**src/rtl/pipe_pkg.sv**
```systemverilog
// Shared types for the ID-stage branch operand forwarding and hazard logic.
// Holds the forward-select and hold-FSM encodings, the hazard class ordering
// and a helper that picks the worse of two hazard classes.
package pipe_pkg;

    typedef enum logic [1:0] {
        FWD_RF,
        FWD_EXMEM,
        FWD_MEMWB
    } fwd_sel_e;

    typedef enum logic {
        IDLE,
        HOLD
    } hold_state_e;

    // Ordered so that a larger value means a longer required stall.
    typedef enum logic [1:0] {
        HZ_NONE,
        HZ_ONE,
        HZ_TWO
    } hz_class_e;

    localparam int unsigned REG_ZERO = 0;
    localparam int unsigned HOLD_W   = 2;

    function automatic hz_class_e hz_max(input hz_class_e a, input hz_class_e b);
        return (a > b) ? a : b;
    endfunction

endpackage

```
**src/rtl/branch_fwd_mux.sv**
```systemverilog
// Per-source branch operand select and hazard classification.
// Ports:
//   branch_valid         - ID holds a branch; matches are ignored when low
//   rs, rf_data          - source register address and register-file data
//   idex_*/exmem_*/memwb_* - producer controls and destinations per stage
//   exmem_alu_result, wb_data - forwardable results
//   data_c               - resolved operand (combinational)
//   hz_c                 - stall class needed for this source (combinational)
module branch_fwd_mux
    import pipe_pkg::*;
#(
    parameter int unsigned XLEN  = 32,
    parameter int unsigned REG_W = 5
) (
    input  logic             branch_valid,
    input  logic [REG_W-1:0] rs,
    input  logic [XLEN-1:0]  rf_data,
    input  logic             idex_regwrite,
    input  logic             idex_memread,
    input  logic [REG_W-1:0] idex_rd,
    input  logic             exmem_regwrite,
    input  logic             exmem_memread,
    input  logic [REG_W-1:0] exmem_rd,
    input  logic [XLEN-1:0]  exmem_alu_result,
    input  logic             memwb_regwrite,
    input  logic [REG_W-1:0] memwb_rd,
    input  logic [XLEN-1:0]  wb_data,
    output logic [XLEN-1:0]  data_c,
    output hz_class_e        hz_c
);

    logic     rs_nz;
    logic     ex_hit;
    logic     mem_hit;
    logic     wb_hit;
    fwd_sel_e sel;

    // rd == rs with rs != 0 implies rd != 0, so x0 never matches.
    assign rs_nz   = (rs != REG_W'(REG_ZERO));
    assign ex_hit  = branch_valid && rs_nz && idex_regwrite  && (idex_rd  == rs);
    assign mem_hit = branch_valid && rs_nz && exmem_regwrite && (exmem_rd == rs);
    assign wb_hit  = branch_valid && rs_nz && memwb_regwrite && (memwb_rd == rs);

    // Forward select: younger producer wins; a load in MEM has no data yet.
    always_comb begin
        sel = FWD_RF;
        if (mem_hit && !exmem_memread) begin
            sel = FWD_EXMEM;
        end else if (wb_hit) begin
            sel = FWD_MEMWB;
        end
    end

    always_comb begin
        data_c = rf_data;
        case (sel)
            FWD_EXMEM: data_c = exmem_alu_result;
            FWD_MEMWB: data_c = wb_data;
            default:   data_c = rf_data;
        endcase
    end

    // Stall class: load in EX needs two cycles, ALU in EX or load in MEM one.
    always_comb begin
        hz_c = HZ_NONE;
        if (ex_hit && idex_memread) begin
            hz_c = HZ_TWO;
        end else if (ex_hit || (mem_hit && exmem_memread)) begin
            hz_c = HZ_ONE;
        end
    end

endmodule

```
**src/rtl/branch_operand_resolver.sv**
```systemverilog
// ID-stage branch operand resolver: forwards NUM_SRC operands, stalls IF/ID
// while a producer is not yet forwardable and counts stalled cycles.
// Ports:
//   clk, rst             - clock, synchronous active-high reset
//   branch_valid, flush  - branch in ID needing operands; pipeline flush
//   id_rs, rf_data       - packed source addresses and register-file data
//   idex_*/exmem_*/memwb_*, exmem_alu_result, wb_data - producer state
//   branch_data          - packed resolved operands (combinational)
//   branch_stall         - hold PC and IF/ID, bubble ID/EX (combinational)
//   operands_ready       - branch_valid && !branch_stall
//   stall_cycles         - saturating count of stalled cycles
module branch_operand_resolver
    import pipe_pkg::*;
#(
    parameter int unsigned XLEN    = 32,
    parameter int unsigned REG_W   = 5,
    parameter int unsigned NUM_SRC = 2,
    parameter int unsigned CNT_W   = 16
) (
    input  logic                     clk,
    input  logic                     rst,
    input  logic                     branch_valid,
    input  logic                     flush,
    input  logic [NUM_SRC*REG_W-1:0] id_rs,
    input  logic [NUM_SRC*XLEN-1:0]  rf_data,
    input  logic                     idex_regwrite,
    input  logic                     idex_memread,
    input  logic [REG_W-1:0]         idex_rd,
    input  logic                     exmem_regwrite,
    input  logic                     exmem_memread,
    input  logic [REG_W-1:0]         exmem_rd,
    input  logic [XLEN-1:0]          exmem_alu_result,
    input  logic                     memwb_regwrite,
    input  logic [REG_W-1:0]         memwb_rd,
    input  logic [XLEN-1:0]          wb_data,
    output logic [NUM_SRC*XLEN-1:0]  branch_data,
    output logic                     branch_stall,
    output logic                     operands_ready,
    output logic [CNT_W-1:0]         stall_cycles
);

    hold_state_e       state_q, state_d;
    logic [HOLD_W-1:0] hold_cnt_q, hold_cnt_d;
    logic [CNT_W-1:0]  stall_cycles_q, stall_cycles_d;
    logic              stall_c;
    hz_class_e         src_hz [NUM_SRC];
    hz_class_e         hz_worst;

    // One forwarding slice per source operand.
    for (genvar i = 0; i < NUM_SRC; i++) begin : g_src
        branch_fwd_mux #(
            .XLEN  (XLEN),
            .REG_W (REG_W)
        ) u_fwd (
            .branch_valid     (branch_valid),
            .rs               (id_rs[i*REG_W +: REG_W]),
            .rf_data          (rf_data[i*XLEN +: XLEN]),
            .idex_regwrite    (idex_regwrite),
            .idex_memread     (idex_memread),
            .idex_rd          (idex_rd),
            .exmem_regwrite   (exmem_regwrite),
            .exmem_memread    (exmem_memread),
            .exmem_rd         (exmem_rd),
            .exmem_alu_result (exmem_alu_result),
            .memwb_regwrite   (memwb_regwrite),
            .memwb_rd         (memwb_rd),
            .wb_data          (wb_data),
            .data_c           (branch_data[i*XLEN +: XLEN]),
            .hz_c             (src_hz[i])
        );
    end

    // Worst-case hazard over all sources.
    always_comb begin
        hz_worst = HZ_NONE;
        for (int unsigned i = 0; i < NUM_SRC; i++) begin
            hz_worst = hz_max(hz_worst, src_hz[i]);
        end
    end

    // Hold FSM next state and stall decision; flush overrides everything.
    always_comb begin
        state_d    = state_q;
        hold_cnt_d = hold_cnt_q;
        stall_c    = 1'b0;
        if (flush) begin
            state_d    = IDLE;
            hold_cnt_d = '0;
        end else begin
            case (state_q)
                IDLE: begin
                    if (hz_worst == HZ_TWO) begin
                        stall_c    = 1'b1;
                        state_d    = HOLD;
                        hold_cnt_d = HOLD_W'(1);
                    end else if (hz_worst == HZ_ONE) begin
                        // Producer moves one stage on; re-evaluate next cycle.
                        stall_c = 1'b1;
                    end
                end
                HOLD: begin
                    if (!branch_valid) begin
                        state_d    = IDLE;
                        hold_cnt_d = '0;
                    end else begin
                        stall_c    = 1'b1;
                        hold_cnt_d = hold_cnt_q - HOLD_W'(1);
                        if (hold_cnt_q <= HOLD_W'(1)) begin
                            state_d = IDLE;
                        end
                    end
                end
                default: begin
                    state_d    = IDLE;
                    hold_cnt_d = '0;
                end
            endcase
        end
        if (rst) begin
            stall_c = 1'b0;
        end
    end

    // Saturating stall-cycle counter.
    always_comb begin
        stall_cycles_d = stall_cycles_q;
        if (stall_c && (stall_cycles_q != {CNT_W{1'b1}})) begin
            stall_cycles_d = stall_cycles_q + CNT_W'(1);
        end
    end

    always_ff @(posedge clk) begin
        if (rst) begin
            state_q        <= IDLE;
            hold_cnt_q     <= '0;
            stall_cycles_q <= '0;
        end else begin
            state_q        <= state_d;
            hold_cnt_q     <= hold_cnt_d;
            stall_cycles_q <= stall_cycles_d;
        end
    end

    assign branch_stall   = stall_c;
    assign operands_ready = branch_valid && !stall_c;
    assign stall_cycles   = stall_cycles_q;

endmodule
```
**config.mk**
```make
export PLATFORM = sky130hd
export DESIGN_NAME = branch_operand_resolver
export DESIGN_NICKNAME = d
export VERILOG_FILES = /design/src/rtl/pipe_pkg.sv /design/src/rtl/branch_fwd_mux.sv /design/src/rtl/branch_operand_resolver.sv
export SDC_FILE = /design/constraint.sdc
export NUM_CORES = 1
export LEC_CHECK = 0
export CAP_MARGIN = 20
export CORE_MARGIN = 1
export CORE_UTILIZATION = 33
export CTS_CLUSTER_DIAMETER = 40
export DETAILED_ROUTE_END_ITERATION = 6
export GPL_TIMING_DRIVEN = 0
export PLACE_DENSITY = 0.84
export SLEW_MARGIN = 20
export SYNTH_ARGS = -nofsm -noshare
export SYNTH_HDL_FRONTEND = slang
export SYNTH_SLANG_ARGS = --single-unit
```
**constraint.sdc**
```tcl
create_clock -name clk -period 4.6 [get_ports clk]
set_input_delay 0.69 -clock clk [delete_from_list [all_inputs] [get_ports clk]]
set_output_delay 0.69 -clock clk [all_outputs]
set_load 0.05 [all_outputs]
```
==> results.tsv <==
stage	metric	value	unit
status	status	completed	
setup_path	Max FO, Critical Path	4	
setup_path	critical path arrival	3730	ps
detailed_routing	DR iter-0 viols	157	
die	Top Ports	244	
die	die footprint	8910	um2
finish	Final Non-Filler Cells	744	
setup_path	CP Cell Sequence	clkdlybuf4s50_1 -> or4_4 -> nor2_4 -> nor4_1 -> mux2i_1 -> ha_1 -> a22o_1 -> a22o_1 -> ha_1 -> nor2_1 -> o21ai_2 -> and2_1 -> buf_4	
global_routing	initial antenna violation count	1	
yosys	Netlist cell types	39	
clocking	Num CTS Buffers	3	
clocking	H-tree depth reported by CTS	1	
sta	fin crit share	96.0	%
clocking	maximum buffer depth of the clock tree	2	
sta	Slew @ Worst Pin	579	ps
hold_path	HP Start	stall_cycles[3]	
sta	RSZ-0062 raised after global routing	false	
setup_path	crit path launch type	input port	
die	die height	94.4	um
global_routing	total track usage	29.3	%
clocking	Root Driver	clkbuf_8	
finish	cell area after layout	5450	um2
die	Die Width	94.4	um
placement	I/O Buffers	241	
finish	fillcell total	737	
sta	clock skew	3.86	ps
placement	placed cell area	5360	um2
clocking	clock-pin slew on the worst setup and hold paths	70	ps
yosys	Cells after Synth	391	
power_and_ir_drop	VDD IR max	0.147	mV
detailed_routing	Via Count	4003	
detailed_routing	DRT Pass-1 Iters	4	
sta	Hold Vio Cnt, Final	0	
hold_path	Hold/Removal Path Class	reg -> reg	
die	Initial Util	34.1	%
power_and_ir_drop	Leak Pwr	1.93	nW
clocking	CTS tree	built	
clocking	clk_lat worst skew	260	ps
finish	Register Area	380	um2
detailed_routing	Routed WL per cell	19.0	um
placement	Inst Count DP	737	
die	Core Footprint	8260	um2
sta	Max Fclk	226	MHz
yosys	Post-Syn Area	2820	um2
clocking	hold_buf cts	0	
detailed_routing	final antenna-violating net count	0	
die	Rows	33	
sta	Pins Over Slew Limit	0	
sta	Setup violations, final	0	
yosys	Synth Area per Inst	7.21	um2
placement	Post-DP HPWL	11900	um
global_routing	gr ovfl total	0	
global_routing	vias in the first global route	3862	
sta	Max-slew headroom	61.3	%
flow_run	max_cap viols	0	
yosys	post-synthesis sequential area ratio	13.5	%
detailed_routing	final WL	14100	um
finish	final core occ	66.0	%
finish	area of the multi-input gates	2260	um2
setup_path	RR Startpoint	stall_cycles[4]	
global_routing	first-pass GRT wire length	20100	um
power_and_ir_drop	Power Dens Cells	136	nW/um2
setup_path	Slowest Stage Delay on Critical Path	520	ps
finish	fin nets	808	
yosys	syn nets	559	
finish	synthesis-to-finish area growth	93.3	%
sta	hold_ws	526	ps
global_routing	largest net degree at the start of global routing	11	
detailed_routing	Via density	5.38	
detailed_routing	Residual DRC	0	
setup_path	Buf/Inv on CP	2	
setup_path	CP Launch Point	id_rs[4]	
sta	Final WS setup	184	ps
finish	Inserted Diodes	0	
yosys	top cell type's share of synthesized area	23.8	%
placement	GP Congestion	0.902	
sta	Setup TNS	0	ps
power_and_ir_drop	total power draw	0.740	mW
yosys	largest area contributor in the netlist	mux2i_1	
clocking	CTS Sinks	19	
finish	layout cell share with drive strength beyond 1	6.42	%
yosys	Yosys reg bits	19	
setup_path	Setup crit end kind	output port	
placement	pre-CTS setup slack	-756	ps
setup_path	WP data required	3910	ps
setup_path	CP max stage cell	clkdlybuf4s50_1	
setup_path	delay-heaviest family, CP	simple AND/OR/NAND/NOR gates	
setup_path	CP Class	in -> out	
yosys	yosys warns	0	
yosys	main area contributors after synthesis	mux2i_1 24%, dfxtp_1 13%, a21oi_1 12%	
sta	minimum clock period	4420	ps
[kinds of logic after synthesis]
kind of cell,Yosys count,share of synthesized area [%]
simple gates,142,24.6
compound gates,83,15.7
mux,68,24.2
xor+xnor,40,12.4
buf+inv,33,6.88
flops,19,13.5
fa+ha+maj,6,2.66
[where the power goes]
group,switching (mW),internal [mW]
combinational,0.235,0.221
sequential,0.000245,0.165
clock,0.0570,0.0618
[worst register-to-register path, stage by stage (launching register included)]
cell	delay (ps)
dfxtp_1	430
and4_1	210
buf_2	150
nand4_1	160
o2111ai_1	520
nor2_1	110
xnor2_1	160
nor2_1	50
[repair_timing]
action,CTS,global route
hold endpoints to repair,0,0
pin swaps,0,1
resized for setup,20,5
setup buffers,1,2
endpoints found under the setup margin,2,5
[layout make-up]
cell class | count | share of cell area (%)
buffer | 24 | 2.94
clock buffer | 4 | 0.827
inverter | 9 | 0.620
multi-input combinational | 339 | 41.5
sequential | 19 | 6.98
tap | 105 | 2.41
timing repair buffer | 244 | 44.7
[per-layer routing]
| metal | vias up | track usage (%) | wire length [um] |
|---|---|---|---|
| met2 | 189 | 54.7 | 7100 |
| met1 | 1899 | 32.6 | 5400 |
| met5 | - | 0 | 17 |
| met4 | 2 | 7.44 | 319 |
| li1 | 1888 | - | - |
| met3 | 25 | 7.41 | 1260 |
[path summary, 6_finish.rpt]
| path | end | slack (ps) | cells after the start |
|---|---|---|---|
| setup / recovery | operands_ready | 180 | 13 |
| hold / removal | stall_cycles[3] | 530 | 2 |
| setup reg to reg | stall_cycles[8] | 2690 | 7 |
| hold reg to reg | stall_cycles[3] | 530 | 2 |
[sequential cells by signal, indices dropped and copies added, names as in the netlist]
name and flops:
hold_cnt_q 2, state_q 1, stall_cycles 16
[layout by cell type, fill, tap and decap left out, types with 4 or more instances in the layout]
master / synthesis / layout
a21oi_1: 69 / 69
and2_1: 6 / 6
buf_2: 14 / 14
buf_4: 2 / 6
buf_6: 6 / 7
clkdlybuf4s50_1: 0 / 231
dfxtp_1: 19 / 19
dlygate4sd2_1: 0 / 5
ha_1: 6 / 6
inv_1: 9 / 9
mux2i_1: 67 / 67
nand2_1: 7 / 7
nand3_1: 11 / 11
nand4_1: 8 / 8
nor2_1: 82 / 82
nor3_1: 5 / 4
nor3_2: 3 / 4
nor4_1: 4 / 4
xnor2_1: 32 / 32
xor2_1: 8 / 8
[cell usage after synthesis (all sizes together)]
library cell,n
a211oi,1
inv,9
or4,2
clkbuf,2
nand2b,1
o22ai,1
or3,3
mux2i,67
nor4b,1
xnor2,32
nand3,11
nand4,8
nor3b,1
a21boi,1
a311oi,1
dfxtp,19
a21oi,69
mux2,1
and2,6
nor2,84
nor3,8
nand2,7
xor2,8
nand4b,3
and4,3
o2111ai,2
ha,6
a31oi,2
nor4,4
o21ai,4
buf,22
a22o,2
(Power assumes the default switching activity.)
